File: src/rtl/saradc_pkg.sv
// Shared definitions for the SAR ADC controller: FSM states, default sizing
// and the comparator synchronizer depth.
package saradc_pkg;

    localparam int DEF_WIDTH         = 8;
    localparam int DEF_SAMPLE_CYCLES = 8;
    localparam int DEF_SETTLE_CYCLES = 4;
    localparam int CMP_SYNC_STAGES   = 2;

    typedef enum logic [2:0] {
        ST_IDLE,
        ST_SAMPLE,
        ST_SETTLE,
        ST_DECIDE,
        ST_DONE
    } sar_state_t;

    // Counter width able to hold max(a, b).
    function automatic int cnt_bits(input int a, input int b);
        int m;
        m = (a > b) ? a : b;
        return $clog2(m + 1);
    endfunction

endpackage

File: src/rtl/saradc_sync2.sv
// Multi-flop synchronizer bringing the asynchronous comparator output into
// the clk domain; clears to 0 on reset.
module saradc_sync2
    import saradc_pkg::*;
(
    input  logic clk,
    input  logic rst_n,
    input  logic d,
    output logic q
);

    logic [CMP_SYNC_STAGES-1:0] sr;

    always_ff @(posedge clk or negedge rst_n) begin
        if (!rst_n) begin
            sr <= '0;
        end else begin
            sr <= {sr[CMP_SYNC_STAGES-2:0], d};
        end
    end

    assign q = sr[CMP_SYNC_STAGES-1];

endmodule

File: src/rtl/saradc_sar_ctrl.sv
// Successive-approximation controller: samples, walks the DAC code MSB to LSB
// against the comparator, and buffers one result behind a valid/ready port.
module saradc_sar_ctrl
    import saradc_pkg::*;
#(
    parameter int WIDTH         = DEF_WIDTH,
    parameter int SAMPLE_CYCLES = DEF_SAMPLE_CYCLES,
    parameter int SETTLE_CYCLES = DEF_SETTLE_CYCLES
) (
    input  logic             clk,
    input  logic             rst_n,
    input  logic             start,
    input  logic             cmp_in,
    output logic             sample_en,
    output logic [WIDTH-1:0] dac_code,
    output logic             busy,
    output logic [WIDTH-1:0] result,
    output logic             result_valid,
    input  logic             result_ready
);

    localparam int CW = cnt_bits(SAMPLE_CYCLES, SETTLE_CYCLES);
    localparam int BW = $clog2(WIDTH);
    localparam logic [WIDTH-1:0] MSB_CODE = {1'b1, {(WIDTH-1){1'b0}}};

    sar_state_t       state;
    logic [CW-1:0]    cnt;
    logic [BW-1:0]    bit_idx;
    logic [WIDTH-1:0] trial;
    logic [WIDTH-1:0] decide_code;
    logic             cmp_sync;

    saradc_sync2 u_cmp_sync (
        .clk   (clk),
        .rst_n (rst_n),
        .d     (cmp_in),
        .q     (cmp_sync)
    );

    // Keep or drop the bit under test, then arm the next lower bit.
    always_comb begin
        decide_code = trial;
        if (!cmp_sync) begin
            decide_code[bit_idx] = 1'b0;
        end
        if (bit_idx != '0) begin
            decide_code[bit_idx - BW'(1)] = 1'b1;
        end
    end

    always_ff @(posedge clk or negedge rst_n) begin
        if (!rst_n) begin
            state        <= ST_IDLE;
            cnt          <= '0;
            bit_idx      <= '0;
            trial        <= '0;
            sample_en    <= 1'b0;
            dac_code     <= '0;
            busy         <= 1'b0;
            result       <= '0;
            result_valid <= 1'b0;
        end else begin
            // A DONE load later in this block overrides the consume.
            if (result_valid && result_ready) begin
                result_valid <= 1'b0;
            end

            case (state)
                ST_IDLE: begin
                    dac_code  <= '0;
                    sample_en <= 1'b0;
                    if (start) begin
                        state <= ST_SAMPLE;
                        busy  <= 1'b1;
                        cnt   <= '0;
                    end
                end

                // sample_en is registered, so the track window trails state
                // entry by one cycle and spans exactly SAMPLE_CYCLES cycles.
                ST_SAMPLE: begin
                    if (cnt == CW'(SAMPLE_CYCLES)) begin
                        sample_en <= 1'b0;
                        cnt       <= '0;
                        bit_idx   <= BW'(WIDTH - 1);
                        trial     <= MSB_CODE;
                        dac_code  <= MSB_CODE;
                        state     <= ST_SETTLE;
                    end else begin
                        sample_en <= 1'b1;
                        cnt       <= cnt + CW'(1);
                    end
                end

                ST_SETTLE: begin
                    if (cnt == CW'(SETTLE_CYCLES - 1)) begin
                        cnt   <= '0;
                        state <= ST_DECIDE;
                    end else begin
                        cnt <= cnt + CW'(1);
                    end
                end

                ST_DECIDE: begin
                    trial    <= decide_code;
                    dac_code <= decide_code;
                    if (bit_idx != '0) begin
                        bit_idx <= bit_idx - BW'(1);
                        state   <= ST_SETTLE;
                    end else begin
                        state <= ST_DONE;
                    end
                end

                ST_DONE: begin
                    if (!result_valid || result_ready) begin
                        result       <= trial;
                        result_valid <= 1'b1;
                        busy         <= 1'b0;
                        state        <= ST_IDLE;
                    end
                end

                default: state <= ST_IDLE;
            endcase
        end
    end

endmodule

File: config.mk
export PLATFORM = sky130hd
export DESIGN_NAME = saradc_sar_ctrl
export DESIGN_NICKNAME = d
export VERILOG_FILES = /design/src/rtl/saradc_pkg.sv /design/src/rtl/saradc_sync2.sv /design/src/rtl/saradc_sar_ctrl.sv
export SDC_FILE = /design/constraint.sdc
export NUM_CORES = 1
export LEC_CHECK = 0
export BUFFER_PORTS_ARGS = -buffer_cell sky130_fd_sc_hd__buf_2
export CAP_MARGIN = 10
export CORE_MARGIN = 5
export CORE_UTILIZATION = 40
export CTS_BUF_LIST = sky130_fd_sc_hd__clkbuf_8 sky130_fd_sc_hd__clkbuf_16
export CTS_CLUSTER_DIAMETER = 120
export DETAILED_ROUTE_END_ITERATION = 10
export HOLD_SLACK_MARGIN = 0.1
export PLACE_DENSITY = 0.7
export SYNTH_ARGS = -nofsm -noshare
export SYNTH_HDL_FRONTEND = slang
export SYNTH_SLANG_ARGS = --single-unit
File: constraint.sdc
create_clock -name clk -period 2.7 [get_ports clk]
set_input_delay 0.27 -clock clk [delete_from_list [all_inputs] [get_ports clk]]
set_output_delay 0.27 -clock clk [all_outputs]
set_load 0.02 [all_outputs]
# ---- Word level (Yosys, flattened, before mapping)
# Cells that the tools add are included.
dict set report classes {
  magnitude_cmp 4
  n_addsub 2
  n_eq_ne 11
  n_bitwise 3
  mux 30
  reduce_logical 19
}
# op n
set op_table {}
lappend op_table {{2-to-1 mux 8 bit} 3}
lappend op_table {{one-hot mux 8 bit (3 select lines)} 1}
lappend op_table {{2-to-1 mux 3 bit} 7}
lappend op_table {{one-hot mux 8 bit (2 select lines)} 1}
lappend op_table {{one-hot mux 3 bit (5 select lines)} 1}
lappend op_table {{2-to-1 mux 4 bit} 3}
lappend op_table {{one-hot mux 4 bit (3 select lines)} 1}
lappend op_table {{inequality test 2 bit (second input constant)} 5}
lappend op_table {{nonzero test 3 bit} 3}
lappend op_table {{bitwise AND 8 bit} 1}
lappend op_table {{< comparator 3 x 4 -> 1 bit (second input constant)} 2}
lappend op_table {{2-to-1 mux 1 bit} 8}
lappend op_table {{NOT 8 bit} 1}
lappend op_table {{bitwise OR 8 bit} 1}
lappend op_table {{AND reduction 2 bit} 4}
lappend op_table {{demux 1 bit (select 3 bit)} 2}
lappend op_table {{== test 3 x 2 -> 1 bit (second input constant)} 2}
lappend op_table {{>= comparator 3 x 1 -> 1 bit (second input constant)} 2}
lappend op_table {{one-hot mux 3 bit (2 select lines)} 1}
lappend op_table {{AND reduction 3 bit} 2}
lappend op_table {{nonzero test 2 bit} 3}
lappend op_table {{adder 4 x 1 -> 4 bit (second input constant)} 1}
lappend op_table {{== test 4 x 2 -> 1 bit (second input constant)} 1}
lappend op_table {{== test 4 bit (second input constant)} 1}
lappend op_table {{other kinds (9)} 12}
dict set report totals {
  inputBits 5
  ff_bits 39
  wordCells 79
  output_inout_bits 19
}

# ---- Longest topological paths before layout
dict set report logic_depth {
  depth_word 10
  mapped_depth 7
  mapped_depth_nobuf 6
}

# ---- Cells and area by module
# Synthesis repeated with hierarchy kept, for this count alone.
dict set report unflattened {
  cells_unflattened 174
  hier_area_um2 1839.3
}
# module cells_per_inst seq_area_each_um2 area_each_um2 instances
set by_module_without_submodules {}
lappend by_module_without_submodules {saradc_sar_ctrl 172 925.9 1789.2 1}
lappend by_module_without_submodules {saradc_sync2 2 50.0 50.0 1}

# ---- Least setup slack after synthesis
# No wires, ideal clock.
dict set report synth_timing {
  path_kind {register -> register}
  start {register bit_idx[0]}
  end {register dac_code[7]}
  path_buffers 1
  synth_period_minus_slack_ns 1.882
  stages_incl_launch_ff 8
  setup_ns 0.134
  t_arrival_ns 1.748
  setup_slack_ns 0.818
  t_required_ns 2.566
  path_cell_list {dfrtp_1 > clkbuf_1 > inv_1 > ha_1 > nor3b_1 > or2_2 > a221oi_1 > nor3_1}
}
dict set report synth_between {
  elab_chain_cells 10
  elab_cells_between_ends 18
  classes_between {add/sub (1); order compare (4); mux (7); bitwise (3); reduce/logical (3)}
}
# element line
set synth_rtl {}
lappend synth_rtl {{start, declared} saradc_sar_ctrl.sv:28} ;# logic [BW-1:0] bit_idx;
lappend synth_rtl {{start signal, assigned} saradc_sar_ctrl.sv:85} ;# bit_idx <= BW'(WIDTH - 1);
lappend synth_rtl {{start signal, assigned} saradc_sar_ctrl.sv:108} ;# bit_idx <= bit_idx - BW'(1);
lappend synth_rtl {{branches (longest 8 deep; another with < comparator 3 x 4 -> 1 bit)} n/a}
lappend synth_rtl {{2-to-1 mux 8 bit (*)} saradc_sar_ctrl.sv:46} ;# if (bit_idx != '0) begin
lappend synth_rtl {{one-hot mux 8 bit (3 select lines) (*)} saradc_sar_ctrl.sv:68} ;# case (state)
lappend synth_rtl {{end signal, assigned} saradc_sar_ctrl.sv:106} ;# dac_code <= decide_code;
lappend synth_rtl {{end, declared} saradc_sar_ctrl.sv:15} ;# output logic [WIDTH-1:0] dac_code,
# Every way passes the cells marked *.
# A chain may end at the register's enable or synchronous reset.

# ---- Worst setup path after layout
# Ends and elaborated chain as after synthesis.

==> impl_metrics.toml <==
[cells_and_area]
layout_common_cells = "dfrtp_1 (39), nand2_1 (24), buf_2 (23)"
final_area_um2 = 2100
nets = 215
n_antenna_cell = 0
mostFrequentLayoutCell = "dfrtp_1"
final_layout_size_suffix_gt1_share_pct = 20.3
area_delta_synth_final_pct = 12.8

[pwr]
irDropWorstVdd_mv = 0.486
p_per_area_nw_per_um2 = 1150
p_leak_nw = 1.08

[critical_path]
regToRegStartpoint = "bit_idx[0]"
critPathRequiredTime_ns = 2.86
crit_buf_inv = 1
criticalPathCategory = "flop to flop"
crit_slowest_cell = "dfrtp_1"
cp_max_fo = 9
critical_path.top_delay_family = "simple AND/OR/NAND/NOR gates"
critPathLaunchType = "flop"
max_stage_delay_ns = 0.47
cp-end-kind = "flop"
endpoint = "dac_code[7]"
r2r-end = "dac_code[7]"
cp.arrival_ns = 2.10
rr_worst_depth = 6
r2r_setup_slack_ns = 0.76
critPathLaunch = "bit_idx[0]"
cp.depth = 6
cp_cell_sequence = "inv_1 -> ha_1 -> nor3b_1 -> or2_2 -> a221oi_1 -> nor3_1"

[floorplanning]
num_rows = 24
dieArea_um2 = 6120
coreArea_um2 = 4440
fp.dieW_um = 78.2
start_util_pct = 41.9
die_h_um = 78.2
io_pins = 24

[grt]
grt_overflow = 0
grt_use_total_pct = 12.9
grt_pass1_vias = 1406
grt_pass1_wl_mm = 6.33
antenna_found_initial = 0
grt_max_degree = 40

[timing]
final-hold-violation-count = 0
worstMarginPinSlew_ns = 0.863
max_slew_margin_pct = 42.4
layout_setup_ws_ns = 0.759
fin_tns_setup_ns = 0
finalCriticalPeriod_ns = 1.94
rsz0062_at_grt = "false"
setup_violations = 0
clock.fmax_mhz = 515
post-route-period-util_pct = 71.9
slew_viol_final = 0
fin_skew_ns = 0.00771

[placement]
dpl_cell_area_um2 = 2010
port_buffers = 23
place.gp.congestion = 0.884
dp_hpwl_mm = 2.54
dp_slack_ns = 0.785

[drt]
drcViolationCount = 0
vias = 1393
drt_iter0_drc = 112
routedWlPerCell_um = 14.1
via_per_inst = 5.38
drt-total-wl_mm = 3.66
drt.antenna.violating_nets = 0
drtPass1Iterations = 4

[clock_network]
htreeDepth = 2
cts_root_buf = "clkbuf_8"
clkLatencyLatePin_ns = 0.29
cts_resized = 0
cts.path.max_buffers = 2
clkTransAtPathRegs_ns = 0.08
cts.sinks = 39
cts_buffers = 5
cts_tree = "built"

[status]
outcome = "completed"

[logic_synthesis]
yosys.cell_types.count = 43
syn_nets = 191
syn_area_per_cell_um2 = 10.2
syn-cell-area_um2 = 1860
ys_seq_elements = 39
synth_cells = 182
yosysTopAreaCell = "dfrtp_1"
synth.area.top_cells = "dfrtp_1 (52%), nand2_1 (4.8%), mux2_2 (4.2%)"
synth_top_area_share_pct = 52.4
ys.warnings.count = 0
seq_area_frac_synth_pct = 52.4

[hold_path]
min_path_type = "input port to asynchronous set/reset pin"

[job]
max-cap-violations = 0
## cell families after synthesis
group	synth area share, %
multiplexers	4.23
flip-flops	52.4
AND/OR/NAND/NOR	19.5
buffers and inverters	3.76
adder cells (fa/ha/maj)	2.69
AO/OA/AOI/OAI	17.5
## per-stage QoR
| step | util [%] | cells | total power, mW | hold WS, ns |
|---|---|---|---|---|
| after floorplan | - | 182 | 1.80 | -0.0256 |
| after global placement | 45.2 | 250 | 2.04 | 0.340 |
| after detailed placement | 45.2 | 250 | 2.06 | 0.336 |
| after CTS | 47.3 | 259 | 2.44 | 0.127 |
| after global routing | 47.3 | 259 | 2.64 | 0.174 |
| final | 47.3 | 259 | 2.42 | 0.0855 |
## power breakdown
group / total (mW) / internal (mW) / switching (mW) / leakage, nW
registers: 0.994 / 0.780 / 0.214 / 0.490
clock network: 0.371 / 0.174 / 0.197 / 0.0505
logic: 1.05 / 0.449 / 0.604 / 0.545
## worst reg2reg max path: stages (launching register included)
cell	delay, ns
dfrtp_1	0.47
inv_1	0.11
ha_1	0.25
nor3b_1	0.17
or2_2	0.34
a221oi_1	0.38
nor3_1	0.09
## layout make-up
class                      count  area (um^2)
clock buffer                   5         68.8
clock inverter                 3         12.5
fill                         440         2340
inverter                       8         30.0
multi-input combinational    127          817
sequential                    39          976
tap                           52         65.1
timing repair buffer          25          133
## sequential cells by signal, indices dropped and copies added (netlist names)
register / flops
dac_code: 8
result: 8
trial: 8
cnt: 4
bit_idx: 3
state: 3
u_cmp_sync.sr: 2
busy: 1
result_valid: 1
sample_en: 1
## cell usage after synthesis (all sizes together)
cell     instances
nor3b            2
a32o             1
inv              8
nor3             6
dfrtp           39
a2bb2oi          1
o21bai           2
a221oi           1
nand2           24
a211oi           1
and3b            2
mux2             7
a211o            2
nor2             9
nor2b            6
o21a             1
a21o             8
o22ai            1
ha               4
a32oi            3
buf              6
nand4b           1
o32a             1
and2             1
o41ai            1
or3b             1
a21oi            7
o31ai            2
o311a            1
o21ai           11
o2bb2ai          1
nand2b           7
nand3b           2
clkbuf           2
and3             1
nand3            5
a311oi           1
or2              2
a31oi            1
## how the worst min path moves through the flow
stage,to,start
4_1_cts,cnt[1],rst_n
2_1_floorplan,bit_idx[0],rst_n
5_1_grt,cnt[1],rst_n
3_3_place_gp,u_cmp_sync.sr[1],u_cmp_sync.sr[0]
6_report,cnt[1],rst_n
3_5_place_dp,u_cmp_sync.sr[1],u_cmp_sync.sr[0]
## per-layer routing
layer  track usage (%)  wire length, um  up-vias
li1                  -                -      694
met1              16.8             1750      666
met2              20.5             1660       29
met3              4.00              187        4
met4              4.20               59        0
met5                 0                0        -
## timing repair
action                                 in CTS  in global routing
hold buffers                                1                  0
buffers inserted                            0                  0
endpoints found under the hold margin       1                  0
Power figures use the tool's default switching activity.
